File: src/rtl/cla_adder_pipe.sv
// Two-stage pipelined carry-lookahead adder/subtractor; defining CLA_SATURATE_EN adds a Sat clamp input.
// Latency 2 cycles (operand/lookahead register, then result register), one result per cycle.
// Backpressure: results hold while out_ready=0; in_ready drops only when both stages are full.
module cla_adder_pipe #(
  parameter int WIDTH = 16
) (
  input  logic             Clk,
  input  logic             Rst,
  input  logic             in_valid,
  output logic             in_ready,
  input  logic [WIDTH-1:0] A,
  input  logic [WIDTH-1:0] B,
  input  logic             Cin,
  input  logic             Sub,
`ifdef CLA_SATURATE_EN
  input  logic             Sat,
`endif
  output logic             out_valid,
  input  logic             out_ready,
  output logic [WIDTH-1:0] Sum,
  output logic             Cout,
  output logic             Ovf,
  output logic             G_star,
  output logic             P_star
);

  localparam int NGRP = WIDTH / 4;

  // Operand conditioning: subtraction is A + ~B + ~Cin
  logic [WIDTH-1:0] bx, g_in, p_in;
  logic             c0_in;
  logic [NGRP-1:0]  grp_g_in, grp_p_in;

  assign bx    = Sub ? ~B : B;
  assign c0_in = Sub ? ~Cin : Cin;
  assign g_in  = A & bx;
  assign p_in  = A ^ bx;

  for (genvar k = 0; k < NGRP; k++) begin : g_grp
    assign grp_g_in[k] = g_in[4*k+3]
                       | (p_in[4*k+3] & g_in[4*k+2])
                       | (p_in[4*k+3] & p_in[4*k+2] & g_in[4*k+1])
                       | ((&p_in[4*k+1 +: 3]) & g_in[4*k]);
    assign grp_p_in[k] = &p_in[4*k +: 4];
  end

  logic s2_load;
  logic s1_valid;
  logic [WIDTH-1:0] s1_p, s1_g;
  logic             s1_c0;
  logic [NGRP-1:0]  s1_gg, s1_pg;
`ifdef CLA_SATURATE_EN
  logic             s1_sat, s1_a_sign;
`endif

  assign s2_load  = ~out_valid | out_ready;
  assign in_ready = ~s1_valid | ~out_valid | out_ready;

  always_ff @(posedge Clk) begin
    if (Rst) begin
      s1_valid <= 1'b0;
    end else if (in_ready) begin
      s1_valid <= in_valid;
    end
  end

  // Payload needs no reset: it is only consumed when s1_valid is set
  always_ff @(posedge Clk) begin
    if (in_valid && in_ready) begin
      s1_p  <= p_in;
      s1_g  <= g_in;
      s1_c0 <= c0_in;
      s1_gg <= grp_g_in;
      s1_pg <= grp_p_in;
`ifdef CLA_SATURATE_EN
      s1_sat    <= Sat;
      s1_a_sign <= A[WIDTH-1];
`endif
    end
  end

  // Group carries: each one is a flat sum-of-products over lower groups and c0
  logic [NGRP:0] gc;
  always_comb begin
    logic term;
    gc = '0;
    for (int k = 0; k <= NGRP; k++) begin
      term = s1_c0;
      for (int m = 0; m < k; m++) term = term & s1_pg[m];
      gc[k] = term;
      for (int j = 0; j < k; j++) begin
        term = s1_gg[j];
        for (int m = j + 1; m < k; m++) term = term & s1_pg[m];
        gc[k] = gc[k] | term;
      end
    end
  end

  logic [WIDTH-1:0] c;
  always_comb begin
    logic term, cv;
    c    = '0;
    term = 1'b0;
    cv   = 1'b0;
    for (int k = 0; k < NGRP; k++) begin
      for (int i = 0; i < 4; i++) begin
        term = gc[k];
        for (int m = 0; m < i; m++) term = term & s1_p[4*k+m];
        cv = term;
        for (int j = 0; j < i; j++) begin
          term = s1_g[4*k+j];
          for (int m = j + 1; m < i; m++) term = term & s1_p[4*k+m];
          cv = cv | term;
        end
        c[4*k+i] = cv;
      end
    end
  end

  logic [WIDTH-1:0] sum_nxt;
  logic             cout_nxt, ovf_nxt, gs_nxt, ps_nxt;
  always_comb begin
    logic term;
    cout_nxt = gc[NGRP];
    ovf_nxt  = c[WIDTH-1] ^ gc[NGRP];
    sum_nxt  = s1_p ^ c;
`ifdef CLA_SATURATE_EN
    if (s1_sat && ovf_nxt) begin
      sum_nxt = s1_a_sign ? {1'b1, {(WIDTH-1){1'b0}}} : {1'b0, {(WIDTH-1){1'b1}}};
    end
`endif
    gs_nxt = 1'b0;
    for (int j = 0; j < NGRP; j++) begin
      term = s1_gg[j];
      for (int m = j + 1; m < NGRP; m++) term = term & s1_pg[m];
      gs_nxt = gs_nxt | term;
    end
    ps_nxt = &s1_pg;
  end

  always_ff @(posedge Clk) begin
    if (Rst) begin
      out_valid <= 1'b0;
      Sum       <= '0;
      Cout      <= 1'b0;
      Ovf       <= 1'b0;
      G_star    <= 1'b0;
      P_star    <= 1'b0;
    end else if (s2_load) begin
      out_valid <= s1_valid;
      if (s1_valid) begin
        Sum    <= sum_nxt;
        Cout   <= cout_nxt;
        Ovf    <= ovf_nxt;
        G_star <= gs_nxt;
        P_star <= ps_nxt;
      end
    end
  end

endmodule

File: config.mk
export PLATFORM = sky130hd
export DESIGN_NAME = cla_adder_pipe
export DESIGN_NICKNAME = d
export VERILOG_FILES = /design/src/rtl/cla_adder_pipe.sv
export SDC_FILE = /design/constraint.sdc
export NUM_CORES = 1
export LEC_CHECK = 0
export ABC_AREA = 1
export CAP_MARGIN = 15
export CORE_MARGIN = 3
export CORE_UTILIZATION = 52
export CTS_BUF_LIST = sky130_fd_sc_hd__clkbuf_4 sky130_fd_sc_hd__clkbuf_8
export DETAILED_ROUTE_END_ITERATION = 8
export PLACE_DENSITY = 0.82
export SKIP_LAST_GASP = 1
export SLEW_MARGIN = 30
export SYNTH_ARGS = -nofsm -noshare
export SYNTH_HDL_FRONTEND = slang
export SYNTH_SLANG_ARGS = --single-unit
File: constraint.sdc
create_clock -name Clk -period 3.6 [get_ports Clk]
set_clock_uncertainty 0.2 [all_clocks]
set_input_delay 0.72 -clock Clk [delete_from_list [all_inputs] [get_ports Clk]]
set_output_delay 0.72 -clock Clk [all_outputs]
set_load 0.01 [all_outputs]
==> results.txt <==
status = completed
Crit Path Max Fanout = 3
Placement Setup Slack = 0.5893 ns
Starting Density = 56.30%
final-layout fill cell count = 401
post-DP HPWL = 3.870 mm
final hold slack = 0.2878 ns
Worst EP arrival = 2.07 ns
main combinational cell family by area after synthesis = simple AND/OR/NAND/NOR gates
Power Density = 468.0 nW/µm²
Rel. slew slack = 68.44%
vias in the first global route = 1929
Syn Inst Count = 264
# port buffers = 59
mux cell area share after synthesis = 0%
fmax = 0.3350 GHz
DRC = 0
worst min path class = reg2reg
Clock Latency Late Sink = 0.34 ns
Slew Viols, Final = 0
final WL = 5.344 mm
RSZ-0062 raised after global routing = false
Worst Tran Pin Value = 0.4733 ns
Top delay family on crit path = buffers and inverters
VDD IR-drop max = 262.5 µV
WP data required = 2.68 ns
xor/xnor share of the synthesized area = 8.183%
Vias/cell = 5.095
antenna cells = 0
GP Congestion = 0.7923
Mapped Nets = 322
GRT Resource Usage Total = 18.86%
TritonCTS clock tree = done
io pins = 60
Final ANT Viol Nets = 0
Synth Area in Simple Gates = 13.89%
Buffers & Inverters on Critical Path = 4
period utilization = 82.93%
Worst Slack Setup Final = 0.6145 ns
Core Area = 4942 µm²
post-CTS sizing = 0
total negative setup slack = 0 ns
Setup Crit Path Kind = in2out
H-Tree Depth = 3
mean post-synth cell area = 10.54 µm²
initial antenna violation count = 0
post-synthesis adder-cell area fraction = 8.993%
number of setup violations in the final report = 0
Final Hold Fails = 0
post-synthesis compound-gate area fraction = 7.914%
starting DRC count in detailed routing = 85
post-CTS setup buffers = 0
Row Count = 25
max-cap violations = 0
synthesized flop and latch total = 59
vias = 2048
total power = 1.693 mW
CTS Sinks = 59
yosys synthesis warning count = 0
wire length per cell = 13.29 µm
CTS Hold Bufs = 0
Tmin final = 2.986 ns
Worst-path clk slew = 0.06 ns
slowest CP cell = clkdlybuf4s50_1
CTS Buf Count = 9
LEAKAGE = 1.513 nW
CTS max path bufs = 2
Die Area = 6265 µm²
final-stage net count = 388
placed insts = 386
Multi-input gate area = 1092 µm²
Die Ht = 79.15 µm
grt total ovfl = 0
internal reg-to-reg setup slack = 1.67 ns
Non-Filler Instances = 402
dpl cell area = 3430 µm²
first-pass GRT wire length = 8.673 mm
Finished Core Util = 73.19%
post-synthesis sequential area ratio = 55.76%
CP Launch Type = input pin
Synth cell types = 26
share of cells above drive strength 1 = 7.164%
DR pass1 iterations = 4
Area Growth Syn to Fin = 29.99%
FF+latch area = 1551 µm²
largest net degree at the start of global routing = 38
clock root buffer = clkbuf_8
Setup crit end kind = primary output
Synth Cell Area = 2783 µm²
fin area = 3617 µm²
Die W = 79.15 µm
critical path's largest stage delay = 0.48 ns
crit-path cells = clkdlybuf4s50_1 -> inv_1 -> nand2_2 -> nor2_1 -> inv_1 -> clkdlybuf4s50_1
## cell usage in the layout (no fill, tap or decap), types with 16 or more instances in the layout
cell,n
inv_1,22
nor2_1,35
edfxtp_1,37
ha_1,20
dfxtp_1,22
clkdlybuf4s50_1,59
xor2_1,24
nand2_1,24
o21ai_0,16
a21oi_1,16
## where the power goes
part	internal, mW	total, mW	switching, mW
combinational	0.149	0.298	0.149
clock	0.321	0.569	0.248
sequential	0.793	0.826	0.0327
total	1.26	1.69	0.430
## tightest hold or removal path: cells and delay by family, from the launching register on
kind	cells	cell delay [ns]
simple gates	2	0.13
flops	1	0.33
## logic make-up (layout without fill, tap and decap cells)
| group | count (synthesis) | in the layout |
|---|---|---|
| and+or+nand+nor | 88 | 88 |
| AOI/OAI and AO/OA | 41 | 41 |
| adders and majority gates | 20 | 20 |
| DFF | 59 | 59 |
| buffers and inverters | 30 | 101 |
| xor gates and xnor gates | 26 | 26 |
## final cells by class
type                    instances  area share [%]
multi-input cells             175           30.20
well taps                      67           2.318
flip-flops and latches         59           42.89
clock inverters                 6           1.557
repair buffers                 62           16.95
clock buffers                  10           3.632
inverters                      23           2.456
## flip-flops by register name (all words and copies together) (netlist names)
register	flops
s1_valid	1
s1_g	12
Sum	16
P_star	1
s1_p	16
s1_gg	4
G_star	1
s1_c0	1
Ovf	1
Cout	1
out_valid	1
s1_pg	4
## path summary, 6_finish.rpt
check,startpoint,end,cells past startpoint
worst min-delay path,Sum[8],Sum[8],2
worst max register to register,s1_pg[1],Sum[10],9
worst min register to register,Sum[8],Sum[8],2
worst max-delay path,out_ready,in_ready,6
## cells in the mapped netlist
master,n,share of area [%]
a31o_2,1,0.31
o21ai_1,3,0.54
nand2_2,2,0.45
a21oi_1,16,2.9
inv_4,1,0.22
nand2_4,1,0.40
a31oi_1,1,0.22
nor2_2,1,0.22
nand2_1,24,3.2
or2_1,1,0.22
nand3_1,15,2.7
nor2_1,36,4.9
buf_4,3,0.81
ha_1,20,9.0
edfxtp_1,37,40
buf_6,2,0.81
xnor2_1,2,0.63
inv_1,22,3.0
buf_2,1,0.18
xor2_1,24,7.6
clkbuf_4,1,0.27
dfxtp_1,22,16
nand4_1,8,1.8
a21o_1,1,0.27
o21bai_1,3,0.81
o21ai_0,16,2.9
## metal layers
metal | global-route usage [%] | part of all wire [%] | vias up
met5 | 0 | 0 | -
li1 | - | - | 1036
met3 | 6.803 | 5.8 | 17
met1 | 20.62 | 42 | 932
met2 | 31.82 | 49 | 63
met4 | 10.14 | 3.0 | 0
Note: power is estimated with default switching activity, not from simulation.
